## src/rtl/riscv_uop_pkg.sv

```systemverilog
// Decoded micro-op format shared by decode, the issue scheduler and the execute units.
package riscv_uop_pkg;

  typedef enum logic [3:0] {
    OPCODE_INVALID = 4'd0,
    OPCODE_OP      = 4'd1,
    OPCODE_OP_IMM  = 4'd2,
    OPCODE_LUI     = 4'd3,
    OPCODE_AUIPC   = 4'd4,
    OPCODE_BRANCH  = 4'd5,
    OPCODE_JAL     = 4'd6,
    OPCODE_JALR    = 4'd7,
    OPCODE_LOAD    = 4'd8,
    OPCODE_STORE   = 4'd9
  } opcode_e;

  typedef struct packed {
    logic        valid;
    opcode_e     opcode;
    logic [4:0]  rd;
    logic [4:0]  rs1;
    logic [4:0]  rs2;
    logic        uses_rs1;
    logic        uses_rs2;
    logic        writes_rd;
    logic        is_load;
    logic        is_store;
    logic [11:0] imm;
  } uop_t;

endpackage

```

## src/rtl/uop_issue_scheduler_if.sv

```systemverilog
// Issue-stage bundle between decode, the scheduler and the ALU/LSU.
// slave  : scheduler side (consumes decode, drives dispatch)
// master : environment side (decode, execute units, writeback, flush)
// Signals: uop_valid_i/uop_ready_o/uop_i decode handshake; alu_*/lsu_* dispatch
// handshakes; lsu_done_i LSU retire pulse; wb_valid_i/wb_rd_i writeback;
// flush_i redirect; illegal_o discard pulse.
// ISSUE_PERF_CNT_EN adds stall_raw_cnt_o / stall_unit_cnt_o.
interface uop_issue_scheduler_if;
  import riscv_uop_pkg::*;

  logic        uop_valid_i;
  logic        uop_ready_o;
  uop_t        uop_i;
  logic        alu_valid_o;
  logic        alu_ready_i;
  uop_t        alu_uop_o;
  logic        lsu_valid_o;
  logic        lsu_ready_i;
  uop_t        lsu_uop_o;
  logic        lsu_done_i;
  logic        wb_valid_i;
  logic [4:0]  wb_rd_i;
  logic        flush_i;
  logic        illegal_o;
`ifdef ISSUE_PERF_CNT_EN
  logic [31:0] stall_raw_cnt_o;
  logic [31:0] stall_unit_cnt_o;
`endif

  modport slave (
    input  uop_valid_i, uop_i, alu_ready_i, lsu_ready_i, lsu_done_i,
           wb_valid_i, wb_rd_i, flush_i,
`ifdef ISSUE_PERF_CNT_EN
    output stall_raw_cnt_o, stall_unit_cnt_o,
`endif
    output uop_ready_o, alu_valid_o, alu_uop_o, lsu_valid_o, lsu_uop_o, illegal_o
  );

  modport master (
    output uop_valid_i, uop_i, alu_ready_i, lsu_ready_i, lsu_done_i,
           wb_valid_i, wb_rd_i, flush_i,
`ifdef ISSUE_PERF_CNT_EN
    input  stall_raw_cnt_o, stall_unit_cnt_o,
`endif
    input  uop_ready_o, alu_valid_o, alu_uop_o, lsu_valid_o, lsu_uop_o, illegal_o
  );

endinterface

```

## src/rtl/uop_issue_scheduler.sv

```systemverilog
// In-order single-issue scheduler: holds one decoded uop, checks it against a
// register-busy scoreboard and dispatches it to the ALU or LSU.
// Ports: clk, rst (async, active high), bus (uop_issue_scheduler_if.slave).
// Optional: ISSUE_PERF_CNT_EN adds RAW/WAW and unit-stall cycle counters.
//
// state | meaning
// ------+----------------------------------
// EMPTY | hold register free
// HOLD  | uop latched, waiting for dispatch
module uop_issue_scheduler
  import riscv_uop_pkg::*;
#(
  parameter int unsigned LSU_MAX_OUTSTANDING = 2,
  parameter int unsigned NUM_REGS            = 32
) (
  input logic                  clk,
  input logic                  rst,
  uop_issue_scheduler_if.slave bus
);

  typedef enum logic {EMPTY = 1'b0, HOLD = 1'b1} state_e;

  localparam logic [2:0] LSU_MAX = 3'(LSU_MAX_OUTSTANDING);

  state_e              state_q, state_d;
  uop_t                hold_q, hold_d;
  logic [NUM_REGS-1:0] busy_q, busy_d;
  logic [2:0]          lsu_cnt_q, lsu_cnt_d;

  logic in_hold, to_lsu, to_alu, bad, hazard, lsu_room;
  logic alu_valid, lsu_valid, alu_fire, lsu_fire, fire, discard, ready, accept;

  always_comb begin
    in_hold  = (state_q == HOLD);
    to_lsu   = hold_q.is_load | hold_q.is_store;
    to_alu   = hold_q.opcode inside {OPCODE_OP, OPCODE_OP_IMM, OPCODE_LUI, OPCODE_AUIPC,
                                     OPCODE_BRANCH, OPCODE_JAL, OPCODE_JALR};
    // Anything that routes to neither unit is treated like an invalid uop.
    bad      = !hold_q.valid || (hold_q.opcode == OPCODE_INVALID) || !(to_lsu || to_alu);
    // Only registered busy bits are used; a writeback releases the stall next cycle.
    hazard   = (hold_q.uses_rs1  && busy_q[hold_q.rs1]) ||
               (hold_q.uses_rs2  && busy_q[hold_q.rs2]) ||
               (hold_q.writes_rd && busy_q[hold_q.rd]);
    lsu_room = (lsu_cnt_q < LSU_MAX);

    alu_valid = in_hold && !bus.flush_i && !bad && !to_lsu && !hazard;
    lsu_valid = in_hold && !bus.flush_i && !bad &&  to_lsu && !hazard && lsu_room;
    alu_fire  = alu_valid && bus.alu_ready_i;
    lsu_fire  = lsu_valid && bus.lsu_ready_i;
    fire      = alu_fire || lsu_fire;
    discard   = in_hold && !bus.flush_i && bad;
    ready     = !bus.flush_i && (!in_hold || fire || discard);
    accept    = bus.uop_valid_i && ready;

    state_d = state_q;
    hold_d  = hold_q;
    if (bus.flush_i) begin
      state_d = EMPTY;
      hold_d  = '0;
    end else if (accept) begin
      state_d = HOLD;
      hold_d  = bus.uop_i;
    end else if (fire || discard) begin
      state_d = EMPTY;
    end

    busy_d = busy_q;
    if (bus.wb_valid_i) busy_d[bus.wb_rd_i] = 1'b0;
    // Set after clear so a same-cycle dispatch to the written-back rd stays busy.
    if (fire && hold_q.writes_rd && (hold_q.rd != 5'd0)) busy_d[hold_q.rd] = 1'b1;
    busy_d[0] = 1'b0;
    if (bus.flush_i) busy_d = '0;

    lsu_cnt_d = lsu_cnt_q;
    if (lsu_fire && !(bus.lsu_done_i && (lsu_cnt_q != 3'd0))) begin
      lsu_cnt_d = lsu_cnt_q + 3'd1;
    end else if (!lsu_fire && bus.lsu_done_i && (lsu_cnt_q != 3'd0)) begin
      lsu_cnt_d = lsu_cnt_q - 3'd1;
    end
  end

  always_ff @(posedge clk or posedge rst) begin
    if (rst) begin
      state_q   <= EMPTY;
      hold_q    <= '0;
      busy_q    <= '0;
      lsu_cnt_q <= '0;
    end else begin
      state_q   <= state_d;
      hold_q    <= hold_d;
      busy_q    <= busy_d;
      lsu_cnt_q <= lsu_cnt_d;
    end
  end

  assign bus.uop_ready_o = ready;
  assign bus.alu_valid_o = alu_valid;
  assign bus.lsu_valid_o = lsu_valid;
  assign bus.alu_uop_o   = in_hold ? hold_q : '0;
  assign bus.lsu_uop_o   = in_hold ? hold_q : '0;
  assign bus.illegal_o   = discard;

`ifdef ISSUE_PERF_CNT_EN
  logic [31:0] raw_cnt_q, raw_cnt_d, unit_cnt_q, unit_cnt_d;

  always_comb begin
    raw_cnt_d  = raw_cnt_q;
    unit_cnt_d = unit_cnt_q;
    if (in_hold && !bus.flush_i && !bad) begin
      if (hazard)     raw_cnt_d  = raw_cnt_q + 32'd1;
      else if (!fire) unit_cnt_d = unit_cnt_q + 32'd1;
    end
  end

  always_ff @(posedge clk or posedge rst) begin
    if (rst) begin
      raw_cnt_q  <= '0;
      unit_cnt_q <= '0;
    end else begin
      raw_cnt_q  <= raw_cnt_d;
      unit_cnt_q <= unit_cnt_d;
    end
  end

  assign bus.stall_raw_cnt_o  = raw_cnt_q;
  assign bus.stall_unit_cnt_o = unit_cnt_q;
`endif

endmodule

```

## src/flat_wrapper.sv

```systemverilog
// flat-port wrapper written by rule: the top's interface ports become plain ports
module uop_issue_scheduler_flat import riscv_uop_pkg::*;
#(
  parameter int unsigned LSU_MAX_OUTSTANDING = 2,
  parameter int unsigned NUM_REGS            = 32
)
  (clk, rst, bus_uop_valid_i, bus_uop_i, bus_alu_ready_i, bus_lsu_ready_i, bus_lsu_done_i, bus_wb_valid_i, bus_wb_rd_i, bus_flush_i, bus_uop_ready_o, bus_alu_valid_o, bus_alu_uop_o, bus_lsu_valid_o, bus_lsu_uop_o, bus_illegal_o);
  uop_issue_scheduler_if bus_i ();
  input logic clk;
  input logic rst;
  input wire logic [$bits(bus_i.uop_valid_i)-1:0] bus_uop_valid_i;
  input wire logic [$bits(bus_i.uop_i)-1:0] bus_uop_i;
  input wire logic [$bits(bus_i.alu_ready_i)-1:0] bus_alu_ready_i;
  input wire logic [$bits(bus_i.lsu_ready_i)-1:0] bus_lsu_ready_i;
  input wire logic [$bits(bus_i.lsu_done_i)-1:0] bus_lsu_done_i;
  input wire logic [$bits(bus_i.wb_valid_i)-1:0] bus_wb_valid_i;
  input wire logic [$bits(bus_i.wb_rd_i)-1:0] bus_wb_rd_i;
  input wire logic [$bits(bus_i.flush_i)-1:0] bus_flush_i;
  output wire logic [$bits(bus_i.uop_ready_o)-1:0] bus_uop_ready_o;
  output wire logic [$bits(bus_i.alu_valid_o)-1:0] bus_alu_valid_o;
  output wire logic [$bits(bus_i.alu_uop_o)-1:0] bus_alu_uop_o;
  output wire logic [$bits(bus_i.lsu_valid_o)-1:0] bus_lsu_valid_o;
  output wire logic [$bits(bus_i.lsu_uop_o)-1:0] bus_lsu_uop_o;
  output wire logic [$bits(bus_i.illegal_o)-1:0] bus_illegal_o;
  assign bus_i.uop_valid_i = bus_uop_valid_i;
  assign bus_i.uop_i = bus_uop_i;
  assign bus_i.alu_ready_i = bus_alu_ready_i;
  assign bus_i.lsu_ready_i = bus_lsu_ready_i;
  assign bus_i.lsu_done_i = bus_lsu_done_i;
  assign bus_i.wb_valid_i = bus_wb_valid_i;
  assign bus_i.wb_rd_i = bus_wb_rd_i;
  assign bus_i.flush_i = bus_flush_i;
  assign bus_uop_ready_o = bus_i.uop_ready_o;
  assign bus_alu_valid_o = bus_i.alu_valid_o;
  assign bus_alu_uop_o = bus_i.alu_uop_o;
  assign bus_lsu_valid_o = bus_i.lsu_valid_o;
  assign bus_lsu_uop_o = bus_i.lsu_uop_o;
  assign bus_illegal_o = bus_i.illegal_o;
  uop_issue_scheduler #(.LSU_MAX_OUTSTANDING(LSU_MAX_OUTSTANDING), .NUM_REGS(NUM_REGS)) u_core (.clk(clk), .rst(rst), .bus(bus_i));
endmodule
```

## config.mk

```make
export PLATFORM = sky130hd
export DESIGN_NAME = uop_issue_scheduler_flat
export DESIGN_NICKNAME = d
export VERILOG_FILES = /design/src/rtl/riscv_uop_pkg.sv /design/src/rtl/uop_issue_scheduler_if.sv /design/src/rtl/uop_issue_scheduler.sv /design/src/flat_wrapper.sv
export SDC_FILE = /design/constraint.sdc
export NUM_CORES = 1
export LEC_CHECK = 0
export BUFFER_PORTS_ARGS = -buffer_cell sky130_fd_sc_hd__buf_2
export CORE_MARGIN = 3
export CORE_UTILIZATION = 55
export CTS_CLUSTER_SIZE = 40
export DETAILED_ROUTE_END_ITERATION = 6
export PLACE_DENSITY = 0.94
export SLEW_MARGIN = 10
export SYNTH_ARGS = -nofsm -noshare
export SYNTH_HDL_FRONTEND = slang
export SYNTH_SLANG_ARGS = --single-unit
```

## constraint.sdc

```tcl
create_clock -name clk -period 8.8 [get_ports clk]
set_clock_uncertainty 0.1 [all_clocks]
set_input_delay 1.76 -clock clk [delete_from_list [all_inputs] [get_ports clk]]
set_output_delay 1.76 -clock clk [all_outputs]
set_load 0.005 [all_outputs]
```

# [Yosys cells after proc, flatten, opt, wreduce, memory -nomap -nowiden]
# Cells that the tools add are included.
[classes] mux=21 n_reduce_logical=48 eq_ne=7 n_lt_le_gt_ge=7 bitwise_logic=4 add_sub_neg=2
[op_table] op="2-to-1 mux 37 bit" n=3
[op_table] op="2-to-1 mux 32 bit" n=3
[op_table] op="bitwise AND 32 bit" n=1
[op_table] op="NOT 32 bit" n=1
[op_table] op="OR 32 bit" n=1
[op_table] op="< comparator 5 x 6 -> 1 bit, second input constant" n=4
[op_table] op="logical AND 1 bit" n=23
[op_table] op="== test 4 x 3 -> 1 bit, second input constant" n=4
[op_table] op="binary-select mux 1 bit (select 5 bit)" n=3
[op_table] op="demux 1 bit (select 5 bit)" n=2
[op_table] op="greater-or-equal comparator 5 x 1 -> 1 bit, second input constant" n=2
[op_table] op="zero test 1 bit" n=9
[op_table] op="logical OR 1 bit" n=9
[op_table] op="== test 4 x 2 -> 1 bit, second input constant" n=2
[op_table] op="2-to-1 mux 1 bit" n=8
[op_table] op="nonzero test 7 bit" n=1
[op_table] op="2-to-1 mux 3 bit" n=2
[op_table] op="nonzero test 3 bit" n=2
[op_table] op="nonzero test 5 bit" n=1
[op_table] op="== test 4 x 1 -> 1 bit, second input constant" n=1
[op_table] op="zero test 4 bit" n=1
[op_table] op="nonzero test 2 bit" n=2
[op_table] op="adder 3 x 1 -> 3 bit, second input constant" n=1
[op_table] op="< comparator 3 x 2 -> 1 bit, second input constant" n=1
[op_table] op="2 further kinds" n=2
[totals] inputBits=50 out_inout_bits=78 wordCells=103 reg_bits=73

# [Logic depth before layout (Yosys ltp)]
[logic_depth] word_depth=18 ltp_mapped=13

# [Worst setup path before layout]
# Ideal clock, no wire load.
[synth_path] kind="input port to output port" startpoint="in bus_lsu_ready_i" endpoint="out bus_uop_ready_o" arrival_time_ps=2688 setup_slack_ps=4252 n_path_buf=1 stages=5 path_cell_list="and3b_1 -> clkbuf_1 -> a21oi_1 -> nand2b_1 -> a21oi_1"
[synth_via] elab_chain_len=5
[synth_rtl] element="start, declared" line="flat_wrapper.sv:14" source="input wire logic [$bits(bus_i.lsu_ready_i)-1:0] bus_lsu_ready_i;"
[synth_rtl] element="logical AND 1 bit" line="uop_issue_scheduler.sv:49" source="lsu_fire = lsu_valid && bus.lsu_ready_i;"
[synth_rtl] element="logical OR 1 bit" line="uop_issue_scheduler.sv:50" source="fire = alu_fire || lsu_fire;"
[synth_rtl] element="logical OR 1 bit (2 in series)" line="uop_issue_scheduler.sv:52" source="ready = !bus.flush_i && (!in_hold || fire || discard);"
[synth_rtl] element="logical AND 1 bit" line="uop_issue_scheduler.sv:52"
[synth_rtl] element="end, declared" line="flat_wrapper.sv:19" source="output wire logic [$bits(bus_i.uop_ready_o)-1:0] bus_uop_ready_o;"
# Every way passes these cells.

# [Worst setup path in the final report]
[layout_path] startpoint="reg u_core.hold_q[18] in the netlist's numbering" endpoint="out bus_lsu_valid_o"
[layout_via] elab_chain_len=8
[layout_rtl] element="start, declared" line="uop_issue_scheduler.sv:26" source="uop_t hold_q, hold_d;"
[layout_rtl] element="start signal, assigned" line="uop_issue_scheduler.sv:90" source="hold_q <= hold_d;"
[layout_rtl] element="binary-select mux 1 bit (select 5 bit)" line="uop_issue_scheduler.sv:42" source="(hold_q.uses_rs2 && busy_q[hold_q.rs2]) ||"
[layout_rtl] element="2-to-1 mux 1 bit (implied by the code)" line="uop_issue_scheduler.sv:42"
[layout_rtl] element="logical AND 1 bit" line="uop_issue_scheduler.sv:42"
[layout_rtl] element="logical OR 1 bit" line="uop_issue_scheduler.sv:41" source="hazard = (hold_q.uses_rs1 && busy_q[hold_q.rs1]) ||"
[layout_rtl] element="logical OR 1 bit" line="uop_issue_scheduler.sv:42"
[layout_rtl] element="zero test 1 bit" line="uop_issue_scheduler.sv:47" source="lsu_valid = in_hold && !bus.flush_i && !bad && to_lsu && !hazard && lsu_room;"
[layout_rtl] element="logical AND 1 bit (2 in series)" line="uop_issue_scheduler.sv:47"
[layout_rtl] element="end, declared" line="flat_wrapper.sv:22" source="output wire logic [$bits(bus_i.lsu_valid_o)-1:0] bus_lsu_valid_o;"
# Every way passes these cells. The select of a mux whose other input is x is not followed.

==> out/metrics.cfg <==
[status]
status=finished clean

[sta]
rsz0062_at_grt=no
tns_ns=0
fmax_mhz=189
setup_viol=0
worst_pin_slew_ns=0.979
max_slew_margin_pct=34.7
slew_violations=0
fin_crit_ns=5.29
hold_viol=0
post-route-period-util_pct=60.1

[global_route]
use_met3_pct=3.55
busiest_layer=met2
grt_util_met1_pct=34.3
grt_use_total_pct=25.9
grt_pass1_vias=4005
grt_pass1_wl_um=21000
grt_util_met2_pct=43.5
overflow=0
antenna_found_initial=0
grt_max_degree=79

[placed_design]
dpl.hpwl_um=9650
portBuffers=127
gp_congestion=1.00

[setup_path]
cp_num_buf_inv=1
cp_max_fo=12
cp.required_ns=6.94
end_kind=output pin
crit_path_top_delay_cell=dfrtp_1
crit_family=compound AO/OA/AOI/OAI gates
crit_arrival_ns=3.43
slowest_delay_ns=0.66
path_class=reg -> out
critical_path.startpoint_type=flop
r2r_slack_ns=4.73
path_cells=mux4_2 > nand2b_1 > and4b_1 > o311a_1 > a211oi_2 > nand2_1 > nor4_1 > buf_2

[power]
p_per_area_nw_per_um2=163
ir_drop_mv=0.0758
p_leak_nw=2.68

[yosys]
netlist_top_cells_area=dfrtp_1, mux2_4, nor2b_1, mux4_2, buf_4
synth.most_common_cell=dfrtp_1
yosysTopAreaCell=dfrtp_1
yosys-top-cells-count=dfrtp_1, nor2b_1, o21ai_0
seq_area_frac_synth_pct=35.5
yosysWarnings=0
syn_area_um2=5080
synth_flop_cell=dfrtp_1
syn_inst=503
synth_top_cell_area_share_pct=35.5
syn-num-nets=554
synthArstFlopShare_pct=100
synth.avg_cell_area_um2=10.1
yosysUniqueCellTypes=53
ys_ff_latch=72
synth_edf_count=0

[final_layout]
insertedDiodeCount=0
drive_gt1_share_pct=35.4
num-nets-final=628
areaGrowthSynthToFinish_pct=11.0
final_util_pct=63.8

[clock_tree]
cts_buffers=9
cts_tree=done
cts_setup_buffers=0
clkTransAtPathRegs_ns=0.08
cts-root-buf=clkbuf_8
h-tree-depth=3
cts.sinks=72
hold_buffers=0
cts_resized=0
insertion_delay_ns=0.36
cts_buffer_depth=2

[drt]
drtPass1Iterations=5
avgRoutedWirePerCell_um=19.7
viasPerCell=6.16
antenna_left=0
wl_um=13600
drcViolationCount=0
vias=4250
drt-initial-drc-count=397

[floorplan]
dieWidth_um=102
design.core.area_um2=8850
dieHeight_um=102
fp.dieArea_um2=10400
ios=128
start_util_pct=57.4
rows=34

[hold_path]
worst_hold_path_type=reg -> reg

[job]
cap_violations=0

## placed cells by master (no fill, tap or decap), drive strengths merged, types with 5 or more instances in the layout
cell type  synthesis  final
buf               48    130
dfrtp             72     72
nor2b             52     52
o21ai             46     46
and2              39     39
mux2              38     38
nand3b            24     24
nand2             23     23
mux2i             20     20
nor2              14     14
inv               11     14
mux4              13     13
clkbuf            19      9
nor3               8      8
nand3              7      7
o22ai              7      7
a21oi              7      7
nor4               5      5
nor3b              5      5
## per-layer routing
layer  wire length, µm  part of all wire [%]  up-vias
met2              6910                    51      205
met1              5500                    40     2118
met3               878                   6.4       28
met4               327                   2.4        0
li1                  -                     -     1899
met5                 0                     0        -
## path summary, 6_finish.rpt
path,from,end,cells past startpoint
setup / recovery,u_core.hold_q[18],bus_lsu_valid_o,8
max in group asynchronous,rst,u_core.hold_q[18],3
hold / removal,u_core.busy_q[9],u_core.busy_q[9],2
hold reg to reg,u_core.busy_q[9],u_core.busy_q[9],2
min in group asynchronous,rst,u_core.hold_q[8],3
setup reg to reg,u_core.hold_q[18],u_core.lsu_cnt_q[2],10
## power by group
group	switching, mW	internal, mW	leakage [nW]
clock network	0.141	0.163	0.107
logic	0.0972	0.110	1.60
registers	0.0523	0.358	0.964
total	0.291	0.631	2.68
## sequential cells by signal, indices dropped and copies added (netlist names)
name and cells:
u_core.busy_q 31, u_core.hold_q 37, u_core.in_hold 1, u_core.lsu_cnt_q 3
## logic make-up (layout without fill, tap and decap cells)
| group | Yosys count | in the layout | share of synthesized area [%] |
|---|---|---|---|
| buffers and inverters | 78 | 157 | 9.82 |
| and+or+nand+nor | 202 | 202 | 24.1 |
| adders and majority gates | 1 | 1 | 0.394 |
| DFF | 72 | 72 | 35.5 |
| xor gates and xnor gates | 1 | 1 | 0.172 |
| muxes | 71 | 71 | 20.3 |
| AOI/OAI and AO/OA | 78 | 78 | 9.80 |
## area by class of cell
class,instances,area (µm²)
multi-input combinational,353,2780
tap,108,135
sequential,72,1800
inverter,11,41.3
clock inverter,7,101
clock buffer,9,124
fill,696,3210
timing repair buffer,130,658
## worst reg2reg max path: stages, from the launching register on
cell	delay, ns
dfrtp_1	0.66
mux4_2	0.56
nand2b_1	0.15
and4b_1	0.20
o311a_1	0.37
a211oi_2	0.62
nand4_1	0.22
fa_1	0.45
and2_1	0.16
and4_1	0.20
a221o_1	0.26
## through the flow
stage	power (mW)	hold slack [ns]	worst slack (ns)	cells	cell area, µm²
global placement	0.608	0.446	3.91	674	5420
finish	0.922	0.485	3.51	690	5640
CTS	0.925	0.478	3.55	690	5640
floorplan	0.572	0.401	4.25	503	5080
detailed placement	0.619	0.456	3.87	674	5420
global route	0.962	0.508	3.25	690	5640
Note: power is estimated with default switching activity, not from simulation.
